### src/rtl/mcontr_arbiter.sv
// SDRAM access arbiter: eight round-robin channels plus a top-priority refresh requester.
// Grants open with a one-cycle start pulse and close on done or watchdog expiry; state updates on negedge clk0.
module mcontr_arbiter #(
    parameter int REFRESH_PERIOD = 780,
    parameter int BUSY_TIMEOUT   = 1023
) (
    input  logic       clk0,
    input  logic       nrst,
    input  logic [7:0] rq,
    input  logic [8:0] enrq_chn,
    input  logic [8:0] init_chn,
    input  logic       done,
    output logic [8:0] gnt,
    output logic [3:0] gnt_num,
    output logic       start,
    output logic       busy,
    output logic       timeout_err,
    output logic [1:0] ref_pending
);
    localparam int TW = (REFRESH_PERIOD > 1) ? $clog2(REFRESH_PERIOD) : 1;
    localparam int WW = (BUSY_TIMEOUT > 1) ? $clog2(BUSY_TIMEOUT + 1) : 1;
    localparam logic [TW-1:0] TIMER_LOAD = TW'(REFRESH_PERIOD - 1);
    localparam logic [WW-1:0] WD_LAST    = WW'(BUSY_TIMEOUT - 1);

    typedef enum logic [1:0] {
        ST_IDLE  = 2'd0,
        ST_START = 2'd1,
        ST_BUSY  = 2'd2,
        ST_GAP   = 2'd3
    } state_t;

    state_t          state_r;
    logic [8:0]      gnt_r;
    logic [3:0]      gnt_num_r;
    logic            start_r;
    logic            busy_r;
    logic            timeout_err_r;
    logic [1:0]      ref_pending_r;
    logic [TW-1:0]   timer_r;
    logic [WW-1:0]   wd_cnt_r;
    logic [2:0]      rr_ptr_r;

    logic [7:0]      elig_s;
    logic            ref_elig_s;
    logic            any_elig_s;
    logic [2:0]      win_s;
    logic            tick_s;
    logic            ref_dec_s;
    logic [1:0]      ref_next_s;

    assign elig_s     = rq & enrq_chn[7:0] & ~init_chn[7:0];
    assign ref_elig_s = (ref_pending_r != 2'd0) & enrq_chn[8] & ~init_chn[8];
    assign any_elig_s = |elig_s;
    assign tick_s     = (timer_r == TW'(0));
    assign ref_dec_s  = (state_r == ST_IDLE) && ref_elig_s;

    // Round-robin winner: scanning from ptr+8 down to ptr+1 lets the nearest eligible channel after ptr win.
    always_comb begin
        win_s = 3'd0;
        for (int k = 8; k >= 1; k--) begin
            win_s = elig_s[rr_ptr_r + 3'(k)] ? (rr_ptr_r + 3'(k)) : win_s;
        end
    end

    // Outstanding-refresh count; a coincident tick and grant cancel so the count saturates cleanly at 2.
    always_comb begin
        ref_next_s = ref_pending_r;
        if (init_chn[8]) begin
            ref_next_s = 2'd0;
        end else if (tick_s && !ref_dec_s) begin
            ref_next_s = (ref_pending_r == 2'd2) ? 2'd2 : ref_pending_r + 2'd1;
        end else if (!tick_s && ref_dec_s) begin
            ref_next_s = ref_pending_r - 2'd1;
        end else begin
            ref_next_s = ref_pending_r;
        end
    end

    // Refresh interval timer and pending counter.
    always_ff @(negedge clk0 or negedge nrst) begin
        if (!nrst) begin
            timer_r       <= TIMER_LOAD;
            ref_pending_r <= 2'd0;
        end else begin
            ref_pending_r <= ref_next_s;
            if (init_chn[8] || tick_s) begin
                timer_r <= TIMER_LOAD;
            end else begin
                timer_r <= timer_r - TW'(1);
            end
        end
    end

    // Grant FSM with registered outputs; only done or the watchdog can end a grant.
    always_ff @(negedge clk0 or negedge nrst) begin
        if (!nrst) begin
            state_r       <= ST_IDLE;
            gnt_r         <= 9'h000;
            gnt_num_r     <= 4'd0;
            start_r       <= 1'b0;
            busy_r        <= 1'b0;
            timeout_err_r <= 1'b0;
            wd_cnt_r      <= '0;
            rr_ptr_r      <= 3'd7;
        end else begin
            start_r <= 1'b0;
            case (state_r)
                ST_IDLE: begin
                    if (ref_elig_s) begin
                        state_r   <= ST_START;
                        gnt_r     <= 9'h100;
                        gnt_num_r <= 4'd8;
                        start_r   <= 1'b1;
                        busy_r    <= 1'b1;
                    end else if (any_elig_s) begin
                        state_r   <= ST_START;
                        gnt_r     <= 9'h001 << win_s;
                        gnt_num_r <= {1'b0, win_s};
                        rr_ptr_r  <= win_s;
                        start_r   <= 1'b1;
                        busy_r    <= 1'b1;
                    end else begin
                        gnt_r <= 9'h000;
                    end
                end
                ST_START: begin
                    wd_cnt_r <= '0;
                    if (done) begin
                        state_r <= ST_GAP;
                        gnt_r   <= 9'h000;
                        busy_r  <= 1'b0;
                    end else begin
                        state_r <= ST_BUSY;
                    end
                end
                ST_BUSY: begin
                    if (done) begin
                        state_r <= ST_GAP;
                        gnt_r   <= 9'h000;
                        busy_r  <= 1'b0;
                    end else if (wd_cnt_r == WD_LAST) begin
                        state_r       <= ST_GAP;
                        gnt_r         <= 9'h000;
                        busy_r        <= 1'b0;
                        timeout_err_r <= 1'b1;
                    end else begin
                        wd_cnt_r <= wd_cnt_r + WW'(1);
                    end
                end
                ST_GAP: begin
                    state_r <= ST_IDLE;
                end
                default: begin
                    state_r <= ST_IDLE;
                    gnt_r   <= 9'h000;
                    busy_r  <= 1'b0;
                end
            endcase
        end
    end

    assign gnt         = gnt_r;
    assign gnt_num     = gnt_num_r;
    assign start       = start_r;
    assign busy        = busy_r;
    assign timeout_err = timeout_err_r;
    assign ref_pending = ref_pending_r;

endmodule

### config.mk
export PLATFORM = sky130hd
export DESIGN_NAME = mcontr_arbiter
export DESIGN_NICKNAME = d
export VERILOG_FILES = /design/src/rtl/mcontr_arbiter.sv
export SDC_FILE = /design/constraint.sdc
export NUM_CORES = 1
export LEC_CHECK = 0
export CAP_MARGIN = 5
export CORE_MARGIN = 1
export CORE_UTILIZATION = 57
export CTS_BUF_LIST = sky130_fd_sc_hd__clkbuf_2
export DETAILED_ROUTE_END_ITERATION = 8
export GPL_ROUTABILITY_DRIVEN = 0
export GPL_TIMING_DRIVEN = 0
export PLACE_DENSITY_LB_ADDON = 0.3
export RECOVER_POWER = 50
export SLEW_MARGIN = 20
export SYNTH_ARGS = -nofsm -noshare
export SYNTH_HDL_FRONTEND = slang
export SYNTH_SLANG_ARGS = --single-unit
### constraint.sdc
create_clock -name clk0 -period 3.9 [get_ports clk0]
set_input_delay 0.585 -clock clk0 [delete_from_list [all_inputs] [get_ports clk0]]
set_output_delay 0.585 -clock clk0 [all_outputs]
set_load 0.01 [all_outputs]
# Yosys cells after proc, flatten, opt, wreduce, memory -nomap -nowiden
# Index checks and enable logic that the tools add are counted.
# classes
addsub,11
mul,0
div,0
n_lt_le_gt_ge,8
eq_ne,10
shifts,1
n_mux,55
bitwise,8
n_reduce_logical,21
# op_table
cell,n
$mux W9,5
$lt A3 B4 Y1 const B,8
$mux W10,3
$pmux W9 S3,1
$bmux W1 S3,8
$mux W3,8
$pmux W10 S2,1
$mux W1,17
$and A8 B8 Y8,2
$mux W2,8
$add A3 B3 Y3 const B,4
$reduce_and A3 Y1,4
$add A10 B1 Y10 const B,1
$eq A10 B10 Y1 const B,1
$logic_not A10 Y1,1
$sub A10 B1 Y10 const B,1
$shl A1 B3 Y9 const A,1
$mux W4,2
$not A8 Y8,1
$pmux W2 S4,1
$reduce_or A8 Y1,1
$add A3 B2 Y3 const B,2
$eq A2 B2 Y1 const B,3
$ne A2 B2 Y1 const B,3
other kinds (16),27
# word_totals
ff_bits,43
latchBits,0
mem_bits_rw,0
romBits,0
input_bits,29
output_inout_bits,18
elab_cells,124
n_memories,0

# Logic depth before layout (Yosys ltp)
# Gate-level depths: netlist of the first run.
# logic_depth
word_depth,16
mapped_depth,13
mapped_depth_nobuf,9

==> flow_summary.toml, run 1 <==
[status]
status = "complete, but fails checks"
violations = "setup timing"

[floorplan]
ios = 47
dieHeight_um = 78.6
initial_core_util = 0.600
die_w_um = 78.6
core-area_um2 = 5570
dieArea_um2 = 6180
row_count = 27

[global_routing]
grt_max_degree = 26
grt_pass1_vias = 3275
grt_pass1_wl_um = 15400
grt_usage = 0.321
antenna_found_initial = 0
grt-ovfl-total = 0

[final_layout]
area_growth_pct = 39.6
multiInputGateArea_um2 = 2410
utilization = 0.837
fillCellCount = 289
n_antenna_cell = 0
mostFrequentLayoutCells = "buf_4, dfrtn_1, nor2_1, nand2_1, buf_6"
drive_above_1_share = 0.384
final_nets = 494
regArea_um2 = 1090
final_common_cell = "buf_4"

[cts]
cts_tree = "built"
path_clk_slew_ns = 0.15
clock_path_buffers = 2
clk_latency_ns = 0.43
cts_root_buffer = "clkbuf_2"
holdBufCountCts = 0
cts-buffers-inserted = 5
htreeDepth = 2
numClockSinks = 43

[power_and_ir_drop]
finalPower_mw = 3.54
p_leak_nw = 2.32
sw_frac_of_total = 0.507
internal_power_mw = 1.75
ir_drop_mv = 0.551
share_seq_of_total_power = 0.179
power_frac_clock = 0.061
p_switching_mw = 1.79
p_per_area_nw_per_um2 = 758
comb_power_share = 0.760

[routing]
first_pass_iters = 7
wire_per_inst_um = 23.2
vias_per_cell = 6.96
drt_iter0_drc = 587
detailroute.via_count = 3676
ant_nets = 0
drt_drc_violations_left = 0
routed_wl_um = 12200

[timing]
skew_ns = 0.0909
relSlewSlack = 0.330
rsz0062_at_grt = "true"
worst_slack_ns = -0.714
slew_viol_final = 0
setup_viol = 14
tightest_slew_ns = 1.01
final-hold-violation-count = 0

[yosys]
synth_top_area_frac = 0.262
synth_area_per_cell_um2 = 9.81
yosys_warnings = 0
synth_nets = 380
synth_area_leaders = "dfrtn_1, mux4_2, dfstp_2"
async_flop_share = 1.00
yosysUniqueCellTypes = 66
synth_area_leader_cell = "dfrtn_1"
synthFlopType = "dfrtn_1"
ys_seq_elements = 43
syn_inst = 341
ys_seq_area_frac = 0.325
netlist_area_um2 = 3340
synth_edf_count = 0

[worst_hold_path]
hp-class = "register to register"
hold_path_end = "timeout_err$_DFFE_NN0P_"
worstHoldPathCells = 1
worstHoldStart = "timeout_err$_DFFE_NN0P_"

[placement]
place_hpwl_um = 6710
io_buffers = 46

[setup_path]
crit_family = "multiplexers"
reg2reg_from = "rr_ptr_r[0]$_DFFE_NN1P_"
crit_path_max_fanout = 4
cp_slowest_cell = "mux4_2"
crit_buf_inv = 2
crit_type = "primary input to register"
regToRegSetupSlack_ns = -0.01
reg2regPathDepth = 14
critPathMostFrequentCell = "a211oi_2"
slowest_delay_ns = 0.57
crit_path_end_kind = "register"
startpoint_type = "primary input"
crit_required_ns = 2.18
crit_chain = "buf_6 > nand3b_1 > mux2_4 > mux4_2 > a211oi_2 > a211oi_2 > o311ai_2 > buf_4 > o41ai_4"
reg2reg_to = "gnt[1]$_DFFE_NN0P_"
cp.arrival_ns = 2.89

[flow_run]
drv_cap = 0
==> what timing repair did <==
| action | in CTS | in global routing |
|---|---|---|
| setup endpoints to repair | 30 | 34 |
| resized for setup | 108 | 64 |
| pin swaps | 37 | 21 |
| setup buffers | 38 | 16 |
==> flip-flops by register name, summed over array words and instances (netlist names) <==
| name | cells |
|---|---|
| busy | 1 |
| gnt | 9 |
| gnt_num | 4 |
| ref_pending | 2 |
| rr_ptr_r | 3 |
| start | 1 |
| state_r | 2 |
| timeout_err | 1 |
| timer_r | 10 |
| wd_cnt_r | 10 |
==> worst max-delay path by stage <==
stage	start	endpoint	slack, ns	depth (start not counted)
floorplan	init_chn[4]	gnt_num[0]$_DFFE_NN0P_	-0.71	7
global placement	init_chn[4]	gnt[5]$_DFFE_NN0P_	-1.44	8
detailed placement	enrq_chn[4]	gnt[1]$_DFFE_NN0P_	-1.57	8
CTS	init_chn[4]	gnt_num[0]$_DFFE_NN0P_	-0.54	8
global route	init_chn[4]	gnt[1]$_DFFE_NN0P_	-0.68	9
finish	init_chn[4]	gnt[1]$_DFFE_NN0P_	-0.71	9
==> synth_stat cells (5+ instances only) <==
library cell	count
nand2_1	26
nand3_1	8
nor2_1	31
xor2_1	10
o31ai_1	7
ha_1	10
a21oi_1	13
nor3_1	10
mux4_2	15
or3_1	6
o21ai_0	12
nand4_1	5
dfrtn_1	35
inv_1	14
dfstp_2	8
mux2i_1	21
nand3b_1	8
and3b_1	5
xnor2_1	6
==> final cells by class <==
type / count / area share
Clock buffer: 5 / 0.00536
Buffer: 13 / 0.0185
Tap cell: 72 / 0.0193
Inverter: 15 / 0.0121
Clock inverter: 11 / 0.00884
Sequential cell: 43 / 0.233
Timing Repair Buffer: 101 / 0.186
Multi-Input combinational cell: 268 / 0.517
==> per-stage QoR <==
| stage | TNS, ns | cell area [µm²] | instances | setup WS (ns) | hold WS (ns) |
|---|---|---|---|---|---|
| after floorplan | -7.27 | 3380 | 341 | -0.706 | 0.429 |
| after global placement | -49.73 | 3930 | 459 | -1.44 | 0.420 |
| after detailed placement | -26.40 | 3960 | 460 | -1.57 | 0.432 |
| after CTS | -6.05 | 4370 | 513 | -0.540 | 0.437 |
| after global routing | -8.13 | 4670 | 528 | -0.683 | 0.468 |
| final | -8.43 | 4670 | 528 | -0.714 | 0.445 |
==> routing by layer <==
| metal | vias to the layer above | wire length, µm | track usage |
|---|---|---|---|
| li1 | 1528 | - | - |
| met5 | - | 0 | 0 |
| met3 | 98 | 1280 | 0.0826 |
| met1 | 1737 | 4500 | 0.427 |
| met2 | 313 | 5690 | 0.525 |
| met4 | 0 | 755 | 0.0704 |
==> power by group through the flow <==
stage               combinational, mW  sequential, mW  clock [mW]
floorplan                        1.35           0.637      0.0142
global placement                 1.78           0.627      0.0142
detailed placement               1.85           0.633      0.0142
CTS                              2.14           0.625       0.211
global route                     2.78           0.638       0.238
finish                           2.69           0.633       0.215
==> logic make-up (layout without fill, tap and decap cells) <==
family | count (synthesis) | count (layout) | share of synthesized area
mux | 41 | 41 | 0.182
buf+inv | 30 | 145 | 0.0430
fa+ha+maj | 10 | 10 | 0.0374
flops | 43 | 43 | 0.325
compound gates | 79 | 79 | 0.173
xor+xnor | 16 | 16 | 0.0419
simple gates | 122 | 122 | 0.198
No activity file was read; power rests on OpenSTA's default activity.
==> run 2: changes to the inputs <==
Settings changed: SLEW_MARGIN 20 to 25.
==> results of run 2 <==
Same layout as run 1: the final DEF is identical, and so are final timing and power.
==> run 3: changes to the inputs <==
Settings changed: PLACE_DENSITY set to 0.83, PLACE_DENSITY_LB_ADDON 0.3 to unset.
==> run 3 against run 2 <==
Compared with the run above:
- the flow still finishes with violations (setup timing)
- utilization about the same
- sequential power about the same
- flip-flop and latch count unchanged
- die area unchanged
- combinational power decreased by 3%
- critical path depth increased by 1
- critical path type unchanged
- clock skew increased by 0.0058 ns
- via count decreased by 4.4%
- sequential share of layout area about the same
- non-clock buffer count decreased by 8
- clock power increased by 7%
- setup slack improved by 0.030 ns
==> flow_summary.toml, run 3 (synthesis results as in run 1) <==
[routing]
first_pass_iters = 5
drt_iter0_drc = 317
wire_per_inst_um = 21.7
ant_nets = 0
routed_wl_um = 11300
drt_drc_violations_left = 0
detailroute.via_count = 3516
vias_per_cell = 6.76

[floorplan]
core-area_um2 = 5570
initial_core_util = 0.600
row_count = 27
ios = 47
dieHeight_um = 78.6
die_w_um = 78.6
dieArea_um2 = 6180

[status]
status = "complete, but fails checks"
violations = "setup timing"

[power_and_ir_drop]
internal_power_mw = 1.75
ir_drop_mv = 0.514
p_switching_mw = 1.71
power_frac_clock = 0.066
p_per_area_nw_per_um2 = 742
sw_frac_of_total = 0.495
p_leak_nw = 2.21
comb_power_share = 0.752
share_seq_of_total_power = 0.182

[final_layout]
utilization = 0.837
n_antenna_cell = 0
drive_above_1_share = 0.375
final_common_cell = "buf_4"
mostFrequentLayoutCells = "buf_4, dfrtn_1, nor2_1, nand2_1, inv_1"
fillCellCount = 310
final_nets = 486
area_growth_pct = 39.5

[cts]
clock_path_buffers = 2
numClockSinks = 43
cts-buffers-inserted = 5
holdBufCountCts = 0
clk_latency_ns = 0.45
htreeDepth = 2
cts_tree = "built"
path_clk_slew_ns = 0.16
cts_root_buffer = "clkbuf_2"

[flow_run]
drv_cap = 0

[global_routing]
grt_max_degree = 28
grt_pass1_wl_um = 16000
grt_pass1_vias = 3348
grt-ovfl-total = 0
grt_usage = 0.340
antenna_found_initial = 0

[timing]
relSlewSlack = 0.390
skew_ns = 0.0968
worst_slack_ns = -0.684
slew_viol_final = 0
rsz0062_at_grt = "true"
tightest_slew_ns = 0.915
setup_viol = 14
hold_slack_ns = 0.424
setup_tns_ns = -7.18
final-hold-violation-count = 0

[setup_path]
crit_path_max_fanout = 6
cp.arrival_ns = 2.99
crit_path_end_kind = "register"
reg2reg_from = "rr_ptr_r[0]$_DFFE_NN1P_"
startpoint_type = "primary input"
crit_type = "primary input to register"
crit_required_ns = 2.31
crit_path_start = "rq[4]"

[placement]
io_buffers = 46
place_hpwl_um = 6650

[worst_hold_path]
worstHoldStart = "timeout_err$_DFFE_NN0P_"
hp-class = "register to register"
run 3: metal layers:
metal  part of all wire  vias to the layer above  track usage
met5                  0                        -            0
met4              0.043                        0        0.117
met3               0.11                       70       0.0942
met2               0.47                      261        0.565
met1               0.38                     1682        0.423
li1                   -                     1503            -
run 3: what timing repair did:
action,4_1_cts,5_1_grt
buffers inserted,37,9
endpoints found under the setup margin,35,26
pin swaps,35,24
resized for setup,113,57
run 3: power by group through the flow:
stage | sequential [mW] | clock, mW | combinational (mW)
global placement | 0.627 | 0.0142 | 1.79
global route | 0.636 | 0.254 | 2.71
CTS | 0.624 | 0.229 | 2.18
finish | 0.630 | 0.229 | 2.60
detailed placement | 0.633 | 0.0142 | 1.85
floorplan | 0.637 | 0.0142 | 1.35
run 3: per-stage QoR:
| stage | worst slack, ns | instances | cell area (µm²) | total power [mW] |
|---|---|---|---|---|
| 2_1_floorplan | -0.706 | 341 | 3380 | 2.01 |
| 6_report | -0.684 | 520 | 4670 | 3.46 |
| 3_5_place_dp | -1.47 | 460 | 3950 | 2.50 |
| 4_1_cts | -0.538 | 512 | 4440 | 3.03 |
| 3_3_place_gp | -1.42 | 459 | 3930 | 2.43 |
| 5_1_grt | -0.637 | 520 | 4670 | 3.60 |
run 3: layout make-up:
cell class,instances,area [µm²],area share
clock inverters,10,40.0,0.00858
plain buffers,14,90.1,0.0193
multi-input cells,268,2480,0.532
clock buffers,6,30.0,0.00643
well taps,72,90.1,0.0193
flip-flops and latches,43,1090,0.233
repair buffers,92,792,0.170
inverters,15,56.3,0.0121
run 3: path summary, 6_finish.rpt:
kind	depth (start not counted)	slack, ns	to
max	10	-0.68	gnt[4]$_DFFE_NN0P_
min	1	0.42	timeout_err$_DFFE_NN0P_
max reg2reg	13	-0.20	gnt[4]$_DFFE_NN0P_
min reg2reg	1	0.42	timeout_err$_DFFE_NN0P_
max in group asynchronous	2	0.53	timer_r[3]$_DFF_NN1_
min in group asynchronous	1	2.11	wd_cnt_r[0]$_DFFE_NN0P_
run 3: worst max-delay path: stages:
cell and delay [ns]:
buf_6 0.09, nand3b_1 0.18, buf_4 0.17, buf_4 0.13, mux2i_4 0.09, mux4_2 0.53, and2_4 0.17, or3_4 0.37
o211a_4 0.19, o41ai_1 0.49
